File: config.mk
export PLATFORM = sky130hd
export DESIGN_NAME = throw_traj_ctl_flat
export DESIGN_NICKNAME = d
export VERILOG_FILES = /design/src/rtl/throw_traj_ctl_if.sv /design/src/rtl/throw_traj_ctl.sv /design/src/flat_wrapper.sv
export SDC_FILE = /design/constraint.sdc
export NUM_CORES = 1
export LEC_CHECK = 0
export ABC_AREA = 0
export CAP_MARGIN = 20
export CORE_ASPECT_RATIO = 0.7
export CORE_MARGIN = 4
export CORE_UTILIZATION = 30
export CTS_BUF_LIST = sky130_fd_sc_hd__clkbuf_2 sky130_fd_sc_hd__clkbuf_4 sky130_fd_sc_hd__clkbuf_8
export DETAILED_ROUTE_END_ITERATION = 12
export DONT_BUFFER_PORTS = 1
export GPL_TIMING_DRIVEN = 0
export RECOVER_POWER = 100
export REMOVE_ABC_BUFFERS = 1
export SLEW_MARGIN = 20
export SYNTH_ARGS = -nofsm -noshare
export SYNTH_HDL_FRONTEND = slang
export SYNTH_SLANG_ARGS = --single-unit
File: constraint.sdc
create_clock -name clk -period 15.1 [get_ports clk]
set_clock_uncertainty 0.2 [all_clocks]
set_input_delay 2.265 -clock clk [delete_from_list [all_inputs] [get_ports clk]]
set_output_delay 2.265 -clock clk [all_outputs]
set_load 0.05 [all_outputs]
File: src/rtl/throw_traj_ctl_if.sv
// rtl/throw_traj_ctl_if.sv - game FSM <-> throw controller signal bundle
// master: game FSM side (drives enable, throw_force, wind_force)
// slave:  throw controller side (drives position, status and outcome)
interface throw_traj_ctl_if;
  logic               enable;
  logic [9:0]         throw_force;
  logic [6:0]         wind_force;
  logic signed [11:0] x_pos;
  logic signed [11:0] y_pos;
  logic               busy;
  logic               hit_target;
  logic               hit_wall;
  logic [1:0]         outcome;
  logic               throw_done;

  modport master (
    output enable, throw_force, wind_force,
    input  x_pos, y_pos, busy, hit_target, hit_wall, outcome, throw_done
  );

  modport slave (
    input  enable, throw_force, wind_force,
    output x_pos, y_pos, busy, hit_target, hit_wall, outcome, throw_done
  );
endinterface

File: src/rtl/throw_traj_ctl.sv
// rtl/throw_traj_ctl.sv - parametrised throw-phase projectile controller
// clk  : system clock
// rst  : asynchronous active-high reset
// ctl  : throw_traj_ctl_if.slave
//        in  enable (level throw request), throw_force[9:0], wind_force[6:0] (50 = calm)
//        out x_pos/y_pos (signed world position), busy, hit_target/hit_wall (one-cycle),
//            outcome[1:0] (0 none, 1 target, 2 wall, 3 floor/out), throw_done
module throw_traj_ctl #(
  parameter int TICK_DIV    = 1_300_000,
  parameter int START_X     = 140,
  parameter int START_Y     = 350,
  parameter int DIR         = 1,
  parameter int V0          = 27,
  parameter int GRAVITY     = 1,
  parameter int FORCE_GAIN  = 18,
  parameter int FORCE_SHIFT = 6,
  parameter int SCREEN_W    = 1024,
  parameter int SCREEN_H    = 768,
  parameter int TGT_XL      = 867,
  parameter int TGT_XR      = 1024,
  parameter int TGT_YT      = 427,
  parameter int TGT_YB      = 525,
  parameter int WALL_XL     = 490,
  parameter int WALL_XR     = 534,
  parameter int WALL_TOP    = 241,
  parameter int WALL_MARGIN = 15,
  parameter int FLOOR_Y     = 190
) (
  input  logic            clk,
  input  logic            rst,
  throw_traj_ctl_if.slave ctl
);

  typedef enum logic [1:0] {S_IDLE, S_ASCEND, S_DESCEND, S_RESULT} state_t;

  localparam int              CW       = $clog2(TICK_DIV);
  localparam logic [CW-1:0]   CNT_LAST = CW'(TICK_DIV - 1);

  localparam logic signed [11:0] SX = 12'(START_X);
  localparam logic signed [11:0] SY = 12'(START_Y);

  // All window limits live in the 14-bit signed arithmetic domain.
  localparam logic signed [13:0] SCR_W   = 14'(SCREEN_W);
  localparam logic signed [13:0] SCR_H   = 14'(SCREEN_H);
  localparam logic signed [13:0] T_XL    = 14'(TGT_XL);
  localparam logic signed [13:0] T_XR    = 14'(TGT_XR);
  localparam logic signed [13:0] T_YT    = 14'(TGT_YT);
  localparam logic signed [13:0] T_YB    = 14'(TGT_YB);
  localparam logic signed [13:0] W_XL    = 14'(WALL_XL - WALL_MARGIN);
  localparam logic signed [13:0] W_XR    = 14'(WALL_XR + WALL_MARGIN);
  localparam logic signed [13:0] W_Y     = 14'(WALL_TOP - WALL_MARGIN);
  localparam logic signed [13:0] FLOOR   = 14'(FLOOR_Y);
  localparam logic signed [13:0] GRAV    = 14'(GRAVITY);
  localparam logic signed [13:0] VY_INIT = 14'(V0);

  state_t             state_q, state_d;
  logic [CW-1:0]      cnt_q, cnt_d;
  logic signed [11:0] x_q, x_d, y_q, y_d;
  logic signed [13:0] vx_q, vx_d, vy_q, vy_d;
  logic [1:0]         outcome_q, outcome_d;
  logic               hit_target_q, hit_target_d;
  logic               hit_wall_q, hit_wall_d;

  logic [31:0]        force_prod;
  logic [13:0]        vx_force;
  logic signed [13:0] vx_dir;
  logic [6:0]         wind_delta;
  logic [13:0]        wind_mag;
  logic signed [13:0] wind_eff;
  logic signed [13:0] vx_launch;

  logic               tick;
  logic signed [13:0] nx_raw, ny_raw, nx_e, ny_e, screen_y, vy_next;
  logic signed [11:0] nx, ny;
  logic               in_tgt, in_wall, in_floor;

  function automatic logic signed [11:0] clamp12(input logic signed [13:0] v);
    logic signed [11:0] r;
    if (v > 14'sd2047)       r = 12'sh7ff;
    else if (v < -14'sd2048) r = 12'sh800;
    else                     r = v[11:0];
    return r;
  endfunction

  // Launch velocity: the only multiply, evaluated once per throw.
  always_comb begin
    force_prod = 32'(ctl.throw_force) * 32'(FORCE_GAIN);
    vx_force   = 14'(force_prod >> FORCE_SHIFT);
    vx_dir     = (DIR < 0) ? -$signed(vx_force) : $signed(vx_force);
    // Wind pushes toward calm from either side and ignores DIR.
    wind_delta = (ctl.wind_force > 7'd50) ? (ctl.wind_force - 7'd50) : (7'd50 - ctl.wind_force);
    wind_mag   = 14'd5 + {7'd0, wind_delta >> 3};
    if (ctl.wind_force == 7'd50)     wind_eff = 14'sd0;
    else if (ctl.wind_force > 7'd50) wind_eff = -$signed(wind_mag);
    else                             wind_eff = $signed(wind_mag);
    vx_launch  = vx_dir + wind_eff;
  end

  // Next position and hit windows, all evaluated on the post-tick position.
  always_comb begin
    tick     = (cnt_q == CNT_LAST);
    nx_raw   = $signed({{2{x_q[11]}}, x_q}) + vx_q;
    ny_raw   = $signed({{2{y_q[11]}}, y_q}) + vy_q;
    nx       = clamp12(nx_raw);
    ny       = clamp12(ny_raw);
    nx_e     = {{2{nx[11]}}, nx};
    ny_e     = {{2{ny[11]}}, ny};
    screen_y = SCR_H - ny_e;
    vy_next  = vy_q - GRAV;
    in_tgt   = (screen_y >= T_YT) && (screen_y <= T_YB) && (nx_e >= T_XL) && (nx_e <= T_XR);
    in_wall  = (screen_y >= W_Y) && (nx_e >= W_XL) && (nx_e <= W_XR);
    in_floor = (ny_e <= FLOOR) || (nx_e < 14'sd0) || (nx_e >= SCR_W);
  end

  always_comb begin
    state_d      = state_q;
    cnt_d        = cnt_q;
    x_d          = x_q;
    y_d          = y_q;
    vx_d         = vx_q;
    vy_d         = vy_q;
    outcome_d    = outcome_q;
    hit_target_d = 1'b0;
    hit_wall_d   = 1'b0;

    case (state_q)
      S_IDLE: begin
        cnt_d     = '0;
        x_d       = SX;
        y_d       = SY;
        outcome_d = 2'd0;
        if (ctl.enable) begin
          vx_d    = vx_launch;
          vy_d    = VY_INIT;
          state_d = S_ASCEND;
        end
      end

      S_ASCEND, S_DESCEND: begin
        if (!ctl.enable) begin
          // Abort wins over a coincident tick: no result is reported.
          state_d   = S_IDLE;
          cnt_d     = '0;
          x_d       = SX;
          y_d       = SY;
          outcome_d = 2'd0;
        end else if (tick) begin
          cnt_d = '0;
          x_d   = nx;
          y_d   = ny;
          vy_d  = vy_next;
          if (state_q == S_ASCEND && vy_next <= 14'sd0) state_d = S_DESCEND;
          if (in_tgt || in_wall || in_floor) begin
            state_d = S_RESULT;
            x_d     = SX;
            y_d     = SY;
            if (in_tgt) begin
              outcome_d    = 2'd1;
              hit_target_d = 1'b1;
            end else if (in_wall) begin
              outcome_d  = 2'd2;
              hit_wall_d = 1'b1;
            end else begin
              outcome_d = 2'd3;
            end
          end
        end else begin
          cnt_d = cnt_q + CW'(1);
        end
      end

      S_RESULT: begin
        cnt_d = '0;
        // Leaving on enable low is the only way out, so a held request never relaunches.
        if (!ctl.enable) begin
          state_d   = S_IDLE;
          outcome_d = 2'd0;
        end
      end

      default: state_d = S_IDLE;
    endcase
  end

  always_ff @(posedge clk or posedge rst) begin
    if (rst) begin
      state_q      <= S_IDLE;
      cnt_q        <= '0;
      x_q          <= SX;
      y_q          <= SY;
      vx_q         <= '0;
      vy_q         <= '0;
      outcome_q    <= 2'd0;
      hit_target_q <= 1'b0;
      hit_wall_q   <= 1'b0;
    end else begin
      state_q      <= state_d;
      cnt_q        <= cnt_d;
      x_q          <= x_d;
      y_q          <= y_d;
      vx_q         <= vx_d;
      vy_q         <= vy_d;
      outcome_q    <= outcome_d;
      hit_target_q <= hit_target_d;
      hit_wall_q   <= hit_wall_d;
    end
  end

  assign ctl.x_pos      = x_q;
  assign ctl.y_pos      = y_q;
  assign ctl.busy       = (state_q == S_ASCEND) || (state_q == S_DESCEND);
  assign ctl.throw_done = (state_q == S_RESULT);
  assign ctl.outcome    = outcome_q;
  assign ctl.hit_target = hit_target_q;
  assign ctl.hit_wall   = hit_wall_q;

endmodule

File: src/flat_wrapper.sv
// flat-port wrapper written by rule: the top's interface ports become plain ports
module throw_traj_ctl_flat 
#(
  parameter int TICK_DIV    = 1_300_000,
  parameter int START_X     = 140,
  parameter int START_Y     = 350,
  parameter int DIR         = 1,
  parameter int V0          = 27,
  parameter int GRAVITY     = 1,
  parameter int FORCE_GAIN  = 18,
  parameter int FORCE_SHIFT = 6,
  parameter int SCREEN_W    = 1024,
  parameter int SCREEN_H    = 768,
  parameter int TGT_XL      = 867,
  parameter int TGT_XR      = 1024,
  parameter int TGT_YT      = 427,
  parameter int TGT_YB      = 525,
  parameter int WALL_XL     = 490,
  parameter int WALL_XR     = 534,
  parameter int WALL_TOP    = 241,
  parameter int WALL_MARGIN = 15,
  parameter int FLOOR_Y     = 190
)
  (clk, rst, ctl_enable, ctl_throw_force, ctl_wind_force, ctl_x_pos, ctl_y_pos, ctl_busy, ctl_hit_target, ctl_hit_wall, ctl_outcome, ctl_throw_done);
  throw_traj_ctl_if ctl_i ();
  input  logic clk;
  input  logic rst;
  input wire logic [$bits(ctl_i.enable)-1:0] ctl_enable;
  input wire logic [$bits(ctl_i.throw_force)-1:0] ctl_throw_force;
  input wire logic [$bits(ctl_i.wind_force)-1:0] ctl_wind_force;
  output wire logic [$bits(ctl_i.x_pos)-1:0] ctl_x_pos;
  output wire logic [$bits(ctl_i.y_pos)-1:0] ctl_y_pos;
  output wire logic [$bits(ctl_i.busy)-1:0] ctl_busy;
  output wire logic [$bits(ctl_i.hit_target)-1:0] ctl_hit_target;
  output wire logic [$bits(ctl_i.hit_wall)-1:0] ctl_hit_wall;
  output wire logic [$bits(ctl_i.outcome)-1:0] ctl_outcome;
  output wire logic [$bits(ctl_i.throw_done)-1:0] ctl_throw_done;
  assign ctl_i.enable = ctl_enable;
  assign ctl_i.throw_force = ctl_throw_force;
  assign ctl_i.wind_force = ctl_wind_force;
  assign ctl_x_pos = ctl_i.x_pos;
  assign ctl_y_pos = ctl_i.y_pos;
  assign ctl_busy = ctl_i.busy;
  assign ctl_hit_target = ctl_i.hit_target;
  assign ctl_hit_wall = ctl_i.hit_wall;
  assign ctl_outcome = ctl_i.outcome;
  assign ctl_throw_done = ctl_i.throw_done;
  throw_traj_ctl #(.TICK_DIV(TICK_DIV), .START_X(START_X), .START_Y(START_Y), .DIR(DIR), .V0(V0), .GRAVITY(GRAVITY), .FORCE_GAIN(FORCE_GAIN), .FORCE_SHIFT(FORCE_SHIFT), .SCREEN_W(SCREEN_W), .SCREEN_H(SCREEN_H), .TGT_XL(TGT_XL), .TGT_XR(TGT_XR), .TGT_YT(TGT_YT), .TGT_YB(TGT_YB), .WALL_XL(WALL_XL), .WALL_XR(WALL_XR), .WALL_TOP(WALL_TOP), .WALL_MARGIN(WALL_MARGIN), .FLOOR_Y(FLOOR_Y)) u_core (.clk(clk), .rst(rst), .ctl(ctl_i));
endmodule
==> results_dict.tcl, run 1 <==
set metrics [dict create \
    outcome "finished, violations left" \
    violations "capacitance limit, slew limit" \
    die_w_um 189 \
    nNetsFinal 895 \
    synth_warnings 0 \
    hpwl_mm 14.3 \
    synth_mux_area_frac 0.0106 \
    drc 0 \
    grt_pass1_wl_mm 30.1 \
    setup_tns_ps 0 \
    ff2ff_setup_slack_ps 6140 \
    r2r_start "u_core.ctl.y_pos[1]" \
    crit_required_ps 15210 \
    powerDensity_mw_per_mm2 156 \
    grt_overflow 0 \
    synth_edf_count 0 \
    rows 46 \
    r2r-end "u_core.ctl.y_pos[6]" \
    setup_viol 0 \
    hold_viol_final 0 \
    path_class "flip-flop to flip-flop" \
    drive_gt1_frac 0.0381 \
    viasPerCell 5.26 \
    syn_inst 816 \
    grt_pass1_vias 5484 \
    cp-end-kind "flip-flop" \
    h-tree-depth 3 \
    synth_xor_area_frac 0.0854 \
    synthToLayoutAreaGrowth_pct 6.96 \
    dr.first_iter.drc_count 497 \
    core_area_mm2 0.0226 \
    synth-seq-area-share 0.289 \
    critPathLaunchType "flip-flop" \
    numCtsBuffers 9 \
    irDropWorstVdd_v 0.0000855 \
    place.gp.congestion 0.852 \
    wl_per_cell_um 16.4 \
    die_h_um 135 \
    cts_resized 0 \
    synth-adder-area-share 0.126 \
    dr.pass1.iters 5 \
    syn_area_per_cell_um2 8.42 \
    postCtsSetupBuffers 0 \
    yosys.area_share.simple 0.209 \
    syn_area_mm2 0.00687 \
    hold_start "u_core.vx_q[9]" \
    clkLatencyLatePin_ps 370 \
    antenna_found_initial 0 \
    die_area_mm2 0.0254 \
    cts_tree "yes" \
    cts.sinks 79 \
    clockBufferDepth 2 \
    synth_top_family_by_area "compound AO/OA/AOI/OAI gates" \
    clock-root-buffer "clkbuf_8" \
    final_max_slew_viol_count 82 \
    drv_cap 2 \
    leakage_nw 3.15 \
    nFillCells 2423 \
    numPortBuffers 0 \
    grt.total_usage 0.145 \
    max_slew_margin -0.614 \
    power_mw 1.15 \
    period_share 0.593 \
    clk_pin_slew_ps 90 \
    async_reset_ff_frac 1.00 \
    fin_hold_ws_ps 294 \
    synthFlopType "dfrtp_1" \
    dr_total_vias 5915 \
    critPathMaxFanout 15 \
    worst_slew_pin_slew_ps 2420 \
    design.portCount 50 \
    whs_endpoint "u_core.vx_q[9]" \
    worstPathArrival_ps 9070 \
    antenna_cells 0 \
    fmax_ghz 0.112 \
    synth.distinct_cells 83 \
    fin_crit_ps 8960 \
    grt_setup_unrepaired "no" \
    start_util 0.305 \
    ys_seq_elements 79 \
    synth_compound_area_frac 0.249 \
    wl_mm 18.5 \
    r2r_cells 21 \
    worstHoldPathCells 2 \
    hold_class "flip-flop to flip-flop" \
    cts_hold_buf 0 \
    drt.antenna.violating_nets 0 \
    grt_max_degree 44 \
]
-- state kept, by name, indices dropped and copies added, names as in the netlist --
signal                 count
u_core.ctl.x_pos          12
u_core.cnt_q              21
u_core.vx_q               14
u_core.ctl.y_pos          12
u_core.ctl.hit_target      1
u_core.ctl.hit_wall        1
u_core.state_q             2
u_core.vy_q               14
u_core.ctl.outcome         2
-- layout by cell type, fill, tap and decap left out, types with 4 or more instances in the layout --
cell type / synthesis / routed
a211oi_1: 6 / 8
a21boi_0: 4 / 4
a21o_1: 19 / 19
a21oi_1: 72 / 72
a31oi_1: 7 / 7
and2_1: 10 / 9
and3_1: 10 / 11
clkbuf_8: 0 / 9
dfrtp_1: 70 / 70
dfstp_1: 0 / 9
fa_1: 4 / 4
ha_1: 63 / 63
inv_1: 29 / 28
mux2i_1: 5 / 5
nand2_1: 74 / 74
nand2b_1: 11 / 11
nand3_1: 19 / 20
nand4_1: 6 / 6
nor2_1: 86 / 86
nor2b_1: 12 / 13
nor3_1: 18 / 18
nor4_1: 6 / 7
o211ai_1: 5 / 5
o21a_1: 8 / 8
o21ai_0: 60 / 60
o21bai_1: 11 / 11
o22a_1: 6 / 6
o31a_1: 5 / 5
o31ai_1: 11 / 11
or3_1: 10 / 10
xnor2_1: 38 / 38
xor2_1: 29 / 29
-- through the flow --
| step | utilization | worst slack [ps] | area [um^2] | instances |
|---|---|---|---|---|
| final | 0.326 | 6140 | 7350 | 1125 |
| after global routing | 0.326 | 5440 | 7350 | 1125 |
| after CTS | 0.329 | 7620 | 7430 | 1125 |
| after detailed placement | 0.319 | 7570 | 7210 | 1109 |
| after global placement | 0.317 | 7570 | 7160 | 1107 |
| after floorplan | - | 8320 | 6770 | 795 |
-- worst max-delay path by stage --
stage / start / cells past startpoint / end
final: u_core.ctl.y_pos[1] / 21 / u_core.ctl.y_pos[6]
after global routing: u_core.ctl.y_pos[1] / 21 / u_core.ctl.y_pos[6]
after CTS: u_core.ctl.y_pos[0] / 22 / u_core.ctl.y_pos[6]
after detailed placement: ctl_wind_force[2] / 21 / u_core.vx_q[9]
after global placement: ctl_wind_force[2] / 21 / u_core.vx_q[9]
after floorplan: ctl_wind_force[2] / 22 / u_core.vx_q[9]
-- power by group --
group          switching, mW  internal, mW
clock network         0.0867        0.0962
logic                  0.387         0.231
registers             0.0933         0.252
-- logic make-up (layout without fill, tap and decap cells) --
kind of cell    after synthesis  in the layout
simple gates                288            288
compound gates              258            258
flops                        79             79
fa+ha+maj                    67             67
xor+xnor                     67             67
buf+inv                      50             47
mux                           7              7
-- metal layers --
layer | part of all wire | track usage
met1 | 0.53 | 0.232
met2 | 0.38 | 0.194
met3 | 0.083 | 0.0385
met4 | 0.0053 | 0.0235
met5 | 0 | 0
-- synth_stat cells, types with 7 or more instances --
cell      count  area share
a31oi_1       7      0.0064
xnor2_1      38       0.048
clkbuf_1     15      0.0082
inv_1        29       0.016
nor3_1       18       0.013
dfrtp_1      70        0.25
and3_1       10      0.0091
nand2_1      74       0.040
ha_1         63        0.11
o21a_1        8      0.0087
a21oi_1      72       0.052
and2_1       10      0.0091
o21ai_0      60       0.044
o31ai_1      11       0.012
dfstp_2       9       0.034
or3_1        10      0.0091
a21o_1       19       0.021
nor2b_1      12       0.011
o21bai_1     11       0.012
nand2b_1     11       0.010
nor2_1       86       0.047
nand3_1      19       0.014
xor2_1       29       0.037
-- area by class of cell --
class | count | area (um^2) | share of cell area
clock buffer | 10 | 131 | 0.0179
clock inverter | 6 | 91.3 | 0.0124
inverter | 29 | 110 | 0.0150
multi-input combinational | 687 | 4630 | 0.630
sequential | 79 | 1990 | 0.271
tap | 312 | 390 | 0.0531
timing repair buffer | 2 | 7.51 | 0.00102
-- worst max-delay path, cell delays in order, from the launching register on --
cell      delay, ps
dfstp_1         860
inv_1           160
fa_1            510
nand2b_1        190
a211oi_1        520
o311a_4         320
or3b_1          140
nand3_1         420
o21ai_0         630
o21ai_0         330
inv_1           180
ha_1            360
nand2_1         160
nor4_1          840
xor2_1          140
o22a_1          250
o31ai_1         100
nor4_1          120
o311ai_0        900
nor2b_1         370
nand3_1         620
o32a_1          560
No activity file was read; power rests on OpenSTA's default activity.
==> inputs of run 2 (changes only) <==
==> constraint.sdc (replaced) <==
create_clock -name clk -period 8.2 [get_ports clk]
set_clock_uncertainty 0.2 [all_clocks]
set_input_delay 1.23 -clock clk [delete_from_list [all_inputs] [get_ports clk]]
set_output_delay 1.23 -clock clk [all_outputs]
set_load 0.05 [all_outputs]
==> run 2 against run 1 <==
Compared with the run above: the run still ends with capacitance limit, slew limit left; final cell count unchanged; die area unchanged; combinational power up 88%; sequential share of layout area down 0.16 points; setup slack worse by 5500 ps; sequential power up 84%; first-iteration DRC count up 5.8%; global-route usage unchanged; routed wire length up 0.17%; critical path depth down 1.
==> results_dict.tcl, run 2 (synthesis results as in run 1) <==
set metrics [dict create \
    design.portCount 50 \
    drc 0 \
    switchingPower_mw 1.06 \
    numPortBuffers 0 \
    drive_gt1_frac 0.0443 \
    grt_setup_unrepaired "no" \
    period_share 0.927 \
    finalCoreUtilization 0.328 \
    critPathMaxFanout 15 \
    powerDensity_mw_per_mm2 289 \
    preCtsSetupSlack_ps 774 \
    numCtsBuffers 9 \
    hpwl_mm 14.3 \
    mostFrequentLayoutCells "nor2_1 (86), nand2_1 (74), a21oi_1 (72)" \
    critPathLaunchType "flip-flop" \
    core_area_mm2 0.0226 \
    violations "capacitance limit, slew limit" \
    leakage_nw 3.17 \
    fmax_ghz 0.131 \
    drt.antenna.violating_nets 0 \
    antenna_cells 0 \
    cp_slowest_stage_delay_ps 860 \
    viasPerCell 5.26 \
    outcome "finished, violations left" \
    drv_cap 2 \
    nNetsFinal 895 \
    power_mw 2.13 \
    place.gp.congestion 0.852 \
    dr.pass1.iters 5 \
    clkLatencyLatePin_ps 370 \
    hold_viol_final 0 \
    top_register "u_core.cnt_q" \
    multi_input_area_mm2 0.00466 \
    max_slew_margin -0.595 \
    wl_mm 18.5 \
    swShare 0.495 \
    nFillCells 2419 \
    cts_tree "yes" \
    seqPwrFrac 0.299 \
    irDropWorstVdd_v 0.000158 \
    layout_commonest_cell "nor2_1" \
    grt_pass1_wl_mm 30.1 \
    die_h_um 135 \
    path_class "flip-flop to flip-flop" \
    clockBufferDepth 2 \
    p_clk_frac 0.158 \
    critPathSlowestCell "dfstp_1" \
    path_cells "ha_1 > and2_1 > a221oi_2 > a21boi_2 > o211a_1 > o211ai_1 > o21ai_0 > o21ai_0 > inv_1 > ha_1 > nand2_1 > nor4_4 > nor3b_1 > a221oi_1 > nand4_1 > o31a_1 > o31ai_2 > and2_1 > nand3_2 > o32a_1" \
    largest_reg_flops 21 \
    top_regs "u_core.cnt_q x21, u_core.vx_q x14, u_core.vy_q x14" \
    grt_pass1_vias 5484 \
    dr_total_vias 5918 \
    wl_per_cell_um 16.4 \
    clock-root-buffer "clkbuf_8" \
    grt_max_degree 44 \
    post_layout_nonfiller_instances 1125 \
    cp_num_buf_inv 1 \
    worstPathArrival_ps 7710 \
    dr.first_iter.drc_count 526 \
    fin_hold_ws_ps 294 \
    power_frac_comb 0.543 \
    cellInternalPower_mw 1.08 \
    worst_slack_ps 595 \
    path_delay_family "compound AO/OA/AOI/OAI gates" \
    synthToLayoutAreaGrowth_pct 7.59 \
    hold_class "flip-flop to flip-flop" \
    setup_viol 0 \
    grt.total_usage 0.145 \
    postCtsSetupBuffers 0 \
    fin_crit_ps 7600 \
    die_w_um 189 \
    final_max_slew_viol_count 82 \
    h-tree-depth 3 \
    setup_tns_ps 0 \
    antenna_found_initial 0 \
    start_util 0.305 \
    die_area_mm2 0.0254 \
    rows 46 \
    cts.sinks 79 \
    crit_required_ps 8300 \
    cts_resized 0 \
    final_area_mm2 0.00739 \
    cts_hold_buf 0 \
    clk_pin_slew_ps 90 \
    regArea_mm2 0.00199 \
    dp.cells 1109 \
    grt_overflow 0 \
    placed_area_mm2 0.00721 \
    worst_slew_pin_slew_ps 2390 \
    cp-end-kind "flip-flop" \
]
[run 2: path summary, 6_finish.rpt]
| path | from | end | slack (ps) | depth (start not counted) |
|---|---|---|---|---|
| worst max-delay path | u_core.ctl.y_pos[4] | u_core.ctl.y_pos[6] | 600 | 20 |
| worst min-delay path | u_core.vx_q[9] | u_core.vx_q[9] | 290 | 2 |
| worst max register to register | u_core.ctl.y_pos[4] | u_core.ctl.y_pos[6] | 600 | 20 |
| worst min register to register | u_core.vx_q[9] | u_core.vx_q[9] | 290 | 2 |
| max in group asynchronous | rst | u_core.ctl.x_pos[1] | 4020 | 2 |
| min in group asynchronous | rst | u_core.cnt_q[12] | 910 | 1 |
[run 2: power groups by stage]
stage | logic (mW) | clock network [mW] | registers, mW
2_1_floorplan | 0.893 | 0 | 0.617
3_3_place_gp | 1.13 | 0 | 0.648
3_5_place_dp | 1.15 | 0 | 0.651
4_1_cts | 1.16 | 0.348 | 0.643
5_1_grt | 1.30 | 0.366 | 0.651
6_report | 1.16 | 0.337 | 0.638
[run 2: layout make-up]
cell class | instances | area share
clock inverter | 6 | 0.0124
tap | 312 | 0.0528
clock buffer | 10 | 0.0178
timing repair buffer | 2 | 0.00254
multi-input combinational | 687 | 0.631
inverter | 29 | 0.0149
sequential | 79 | 0.269
[run 2: worst reg2reg max path: stages (launching register included)]
cell	delay [ps]
dfstp_1	860
ha_1	390
and2_1	210
a221oi_2	360
a21boi_2	170
o211a_1	290
o211ai_1	840
o21ai_0	460
o21ai_0	320
inv_1	150
ha_1	330
nand2_1	200
nor4_4	90
nor3b_1	180
a221oi_1	530
nand4_1	160
o31a_1	170
o31ai_2	490
and2_1	290
nand3_2	380
o32a_1	470
[run 2: per-layer routing]
metal / wire length, um / GRT usage / vias up
met5: 0 / 0 / -
met4: 113 / 0.0235 / 0
met3: 1340 / 0.0385 / 16
met2: 7090 / 0.194 / 154
met1: 9960 / 0.232 / 2790
li1: - / - / 2958
